`config.mk`:
```
export PLATFORM = sky130hd
export DESIGN_NAME = wb_trace_fifo
export DESIGN_NICKNAME = d
export VERILOG_FILES = /design/src/rtl/wb_trace_fifo.sv
export SDC_FILE = /design/constraint.sdc
export NUM_CORES = 1
export LEC_CHECK = 0
export BUFFER_PORTS_ARGS = -buffer_cell sky130_fd_sc_hd__buf_2
export CAP_MARGIN = 20
export CORE_MARGIN = 2
export CORE_UTILIZATION = 40
export CTS_CLUSTER_DIAMETER = 100
export DETAILED_ROUTE_END_ITERATION = 16
export SYNTH_ARGS = -nofsm -noshare
export SYNTH_HDL_FRONTEND = slang
export SYNTH_SLANG_ARGS = --single-unit
export TNS_END_PERCENT = 100
```
`constraint.sdc`:
```
create_clock -name clk -period 7.4 [get_ports clk]
set_clock_uncertainty 0.2 [all_clocks]
set_input_delay 0.37 -clock clk [delete_from_list [all_inputs] [get_ports clk]]
set_output_delay 0.37 -clock clk [all_outputs]
set_load 0.01 [all_outputs]
```
`src/rtl/wb_trace_fifo.sv`:
```
// Writeback trace capture: timestamps register-write (and optionally branch) events
// into a show-ahead FIFO drained over a valid/ready port. Branch capture: TRACE_BRANCH_EN.
module wb_trace_fifo #(
    parameter int DEPTH    = 16,
    parameter int TS_WIDTH = 16
) (
    input  logic                      clk,
    input  logic                      reset,
    input  logic                      en,
    input  logic                      clear,
    input  logic                      RegWrite,
    input  logic [3:0]                A3,
    input  logic [31:0]               WD3,
    input  logic                      BranchTaken,
    input  logic [31:0]               ALUResult,
    output logic                      out_valid,
    input  logic                      out_ready,
    output logic                      out_kind,
    output logic [3:0]                out_reg,
    output logic [31:0]               out_data,
    output logic [TS_WIDTH-1:0]       out_ts,
    output logic [$clog2(DEPTH):0]    count,
    output logic                      overflow,
    output logic [7:0]                drop_count
);
    localparam int AW = $clog2(DEPTH);

    logic [TS_WIDTH-1:0]                ts;
    logic [AW-1:0]                      wptr, rptr, br_slot;
    logic [DEPTH-1:0]                   mem_kind;
    logic [DEPTH-1:0][3:0]              mem_reg;
    logic [DEPTH-1:0][31:0]             mem_data;
    logic [DEPTH-1:0][TS_WIDTH-1:0]     mem_ts;

    logic        pop, ev_rw, ev_br, acc_rw, acc_br;
    logic [AW:0] free, count_nxt;
    logic [1:0]  n_push, n_drop;
    logic [8:0]  drop_sum;

    assign pop   = out_valid & out_ready;
    assign ev_rw = en & RegWrite;
`ifdef TRACE_BRANCH_EN
    assign ev_br = en & BranchTaken;
`else
    logic unused_br;
    assign unused_br = ^{BranchTaken, ALUResult};
    assign ev_br     = 1'b0;
`endif

    // A same-cycle pop frees a slot for this cycle's push.
    assign free   = (AW+1)'(DEPTH) - count + (AW+1)'(pop);
    assign acc_rw = ev_rw && (free != '0);
    assign acc_br = ev_br && (acc_rw ? (free > (AW+1)'(1)) : (free != '0));

    assign n_push    = {1'b0, acc_rw} + {1'b0, acc_br};
    assign n_drop    = {1'b0, ev_rw & ~acc_rw} + {1'b0, ev_br & ~acc_br};
    assign count_nxt = count + (AW+1)'(n_push) - (AW+1)'(pop);
    assign drop_sum  = {1'b0, drop_count} + {7'b0, n_drop};
    assign br_slot   = acc_rw ? wptr + AW'(1) : wptr;

    always_ff @(posedge clk) begin
        if (reset) ts <= '0;
        else       ts <= ts + TS_WIDTH'(1);
    end

    always_ff @(posedge clk) begin
        if (reset || clear) begin
            count      <= '0;
            wptr       <= '0;
            rptr       <= '0;
            overflow   <= 1'b0;
            drop_count <= '0;
        end else begin
            if (pop) rptr <= rptr + AW'(1);
            wptr  <= wptr + AW'(n_push);
            count <= count_nxt;
            if (n_drop != 2'd0) begin
                overflow   <= 1'b1;
                drop_count <= drop_sum[8] ? 8'hFF : drop_sum[7:0];
            end
        end
    end

    // Storage needs no reset: the head is masked while the FIFO is empty.
    always_ff @(posedge clk) begin
        if (!reset && !clear) begin
            if (acc_rw) begin
                mem_kind[wptr] <= 1'b0;
                mem_reg[wptr]  <= A3;
                mem_data[wptr] <= WD3;
                mem_ts[wptr]   <= ts;
            end
            if (acc_br) begin
                mem_kind[br_slot] <= 1'b1;
                mem_reg[br_slot]  <= 4'hF;
                mem_data[br_slot] <= ALUResult;
                mem_ts[br_slot]   <= ts;
            end
        end
    end

    assign out_valid = (count != '0);
    assign out_kind  = out_valid ? mem_kind[rptr] : 1'b0;
    assign out_reg   = out_valid ? mem_reg[rptr]  : 4'h0;
    assign out_data  = out_valid ? mem_data[rptr] : 32'h0;
    assign out_ts    = out_valid ? mem_ts[rptr]   : '0;
endmodule

```
==> results.toml <==
[detailed_routing]
vias_per_cell = 5.39
routed_wire_length_per_instance_um = 24.7
dr_total_vias = 15900
violation_count_after_the_first_detailed_route_iteration = 1252
drt.antenna.violating_nets = 0
detail_route.wirelength_um = 73100
dr.pass1.iters = 5
route.detailed.drc = 0

[pwr]
power.leakage_nw = 12.1
vdd_drop_max_mv = 0.158
power_per_cell_area_mw_per_mm2 = 292

[die]
initial_core_util_pct = 40.2
floorplan.die_area_sq_mm = 0.0876
die_h_um = 296
num_ports = 143
die-width_um = 296
num_rows = 107
core-area_sq_mm = 0.0847

[global_routing]
via_count_of_the_first_global_routing_pass = 16900
grt_util_all_layers_pct = 16.9
initial_antenna_violation_count = 2
grt-busiest-layer = "met2"
gr-usage-met2_pct = 28.8
grt_pass1_wl_um = 108000
groute.layer.met1.usage_pct = 22.6
grt_overflow = 0
grt_max_degree = 109
use_met3_pct = 2.71

[worst_hold_path]
min-delay-path-class = "in -> reg"
worst_min_path_start = "RegWrite"

[final_layout]
design_area_sq_mm = 0.0394
finish.net_count = 1827
largest_reg_flops = 512
syn_to_final_growth_pct = 15.7
most-common-layout-cells = "sky130_fd_sc_hd__edfxtp_1 (848), sky130_fd_sc_hd__mux4_2 (212), sky130_fd_sc_hd__buf_2 (109)"
final_common_cell = "sky130_fd_sc_hd__edfxtp_1"
post_route_cells_drive_above_1_share_pct = 28.2

[clocking]
ctsHtreeMaxLevel = 3
clock_pin_slew_on_the_worst_setup_and_hold_paths_ns = 0.06
cts_tree = "yes"
cts-buffers-inserted = 90
holdBufCountCts = 39
postCtsResizedCells = 0
post-cts-setup-buffers = 0
clk-insertion-delay-late_ns = 0.65
clock_tree.buffer_depth = 3
cts_root_buffer = "sky130_fd_sc_hd__clkbuf_16"
clk_sinks = 886

[logic_synthesis]
synth_top_cell_by_area = "sky130_fd_sc_hd__edfxtp_1"
synth_enable_flop_cells = 848
top_cells_by_area_in_the_synthesized_netlist = "sky130_fd_sc_hd__edfxtp_1 (75%), sky130_fd_sc_hd__mux4_2 (14%), sky130_fd_sc_hd__mux2i_1 (3.1%), sky130_fd_sc_hd__dfxtp_1 (2.2%), sky130_fd_sc_hd__o22ai_1 (1.0%)"
synth_ff_type = "sky130_fd_sc_hd__edfxtp_1"
syn_area_sq_mm = 0.0341
synthArstFlopShare_pct = 0
synth_warnings = 0
yosys.area.top_type_share_pct = 74.7
syn_area_per_cell_sq_um = 22.1
mappedNetlistNets = 1635
synth-seq-cells = 886
synth_seq_area_share_pct = 76.9
cells_after_synth = 1544
synthDistinctLibCells = 42

[critical_path]
critical_path.cell_chain = "inv_1, ha_1, or4b_1, nand2_1, ha_1, inv_1, ha_1, a31oi_2, o31ai_2, buf_4, or3_1, nor2_4, buf_4"
cp_slowest_stage_delay_ns = 0.81
timing.critical_path.from_type = "register"
critical-path-top-cell-by-count = "sky130_fd_sc_hd__ha_1"
worst_setup_path_startpoint = "count[2]"
r2r_start = "count[2]"
critical_path.slowest_cell = "sky130_fd_sc_hd__nor2_4"
path_max_fanout = 23
worst-endpoint-arrival_ns = 5.06
cp_data_required_time_ns = 7.49
crit_type = "reg -> reg"
timing.critical_path.to_type = "register"

[timing]
layout_setup_ws_ns = 2.42
period_minus_slack_ns = 4.98
worst_pin_slew_ns = 1.13
grt_setup_unrepaired = "no"
worst_hold_slack_across_all_endpoints_ns = 0.0653
hold_viol_final = 0
max_slew_margin_pct = 24.4
finalCritPeriodShare_pct = 67.3
tns_ns = 0
final_max_slew_viol_count = 0
setup-violations-final = 0
timing.fmax_mhz = 201

[placement]
place.detailed.hpwl_um = 36500
place_ws_ns = 2.37
placement.io_buffers = 109
place_area_sq_mm = 0.0361
gp_routability_congestion = 0.739

[flow_run]
cap_violations = 0

[status]
outcome = "complete, no violations"
## through the flow
stage / utilization (%) / total power, mW / cells
final: 46.5 / 11.5 / 2956
after CTS: 46.5 / 11.7 / 2955
after detailed placement: 42.6 / 7.17 / 2749
after global routing: 46.5 / 11.9 / 2955
after global placement: 42.6 / 7.16 / 2749
after floorplan: - / 6.59 / 1544
## cell usage after synthesis, drive strengths merged, types with 4 or more instances
| cell | count |
|---|---|
| mux4 | 212 |
| nand2b | 6 |
| clkbuf | 24 |
| or3 | 4 |
| nand4 | 5 |
| xnor2 | 12 |
| ha | 15 |
| o31a | 4 |
| o22ai | 55 |
| nor3 | 15 |
| o211ai | 4 |
| mux2i | 106 |
| nand2 | 15 |
| o31ai | 5 |
| o21a | 12 |
| inv | 13 |
| nor2 | 38 |
| a21oi | 6 |
| edfxtp | 848 |
| buf | 60 |
| nand3 | 9 |
| xor2 | 10 |
| dfxtp | 38 |
## metal layers
layer | wire (um) | up-vias
met5 | 16 | -
met4 | 1440 | 2
met3 | 3440 | 100
met2 | 36900 | 376
met1 | 31300 | 8595
li1 | - | 6873
## logic make-up (layout without fill, tap and decap cells)
kind of cell             Yosys count  after routing  share of synthesized area [%]
AO/OA/AOI/OAI                     94             94                           1.84
XOR/XNOR                          22             22                          0.565
multiplexers                     318            318                           17.1
AND/OR/NAND/NOR                  111            111                           1.65
other                              0              1                              0
buffers and inverters             97            364                           1.27
adder cells (fa/ha/maj)           16             16                          0.609
flip-flops                       886            886                           76.9
## power breakdown
part           total, mW  switching, mW  internal [mW]
sequential          5.54         0.0303           5.51
clock               4.46           1.87           2.59
combinational       1.51          0.896          0.609
total               11.5           2.79           8.71
## layout make-up
cell class                 count  area (sq um)
antenna                        1          2.50
clock buffer                 106          2350
clock inverter                61           549
fill                        6979         45300
inverter                      13          48.8
multi-input combinational    561          7530
sequential                   886         26200
tap                         1144          1430
timing repair buffer         184          1270
## critical path: cells and delay by family, from the launching register on
| family | cells | cell delay (ns) |
|---|---|---|
| compound gates | 2 | 0.45 |
| simple gates | 4 | 2.11 |
| fa+ha+maj | 3 | 0.60 |
| buf+inv | 4 | 0.90 |
| flops | 1 | 0.34 |
## worst paths after layout
| check | slack (ns) | endpoint | cells past startpoint |
|---|---|---|---|
| worst max-delay path | 2.42 | mem_data[280] | 13 |
| worst min-delay path | 0.07 | overflow | 5 |
| worst min register to register | 0.26 | overflow | 2 |
| worst max register to register | 2.42 | mem_data[280] | 13 |
(Power assumes the default switching activity.)
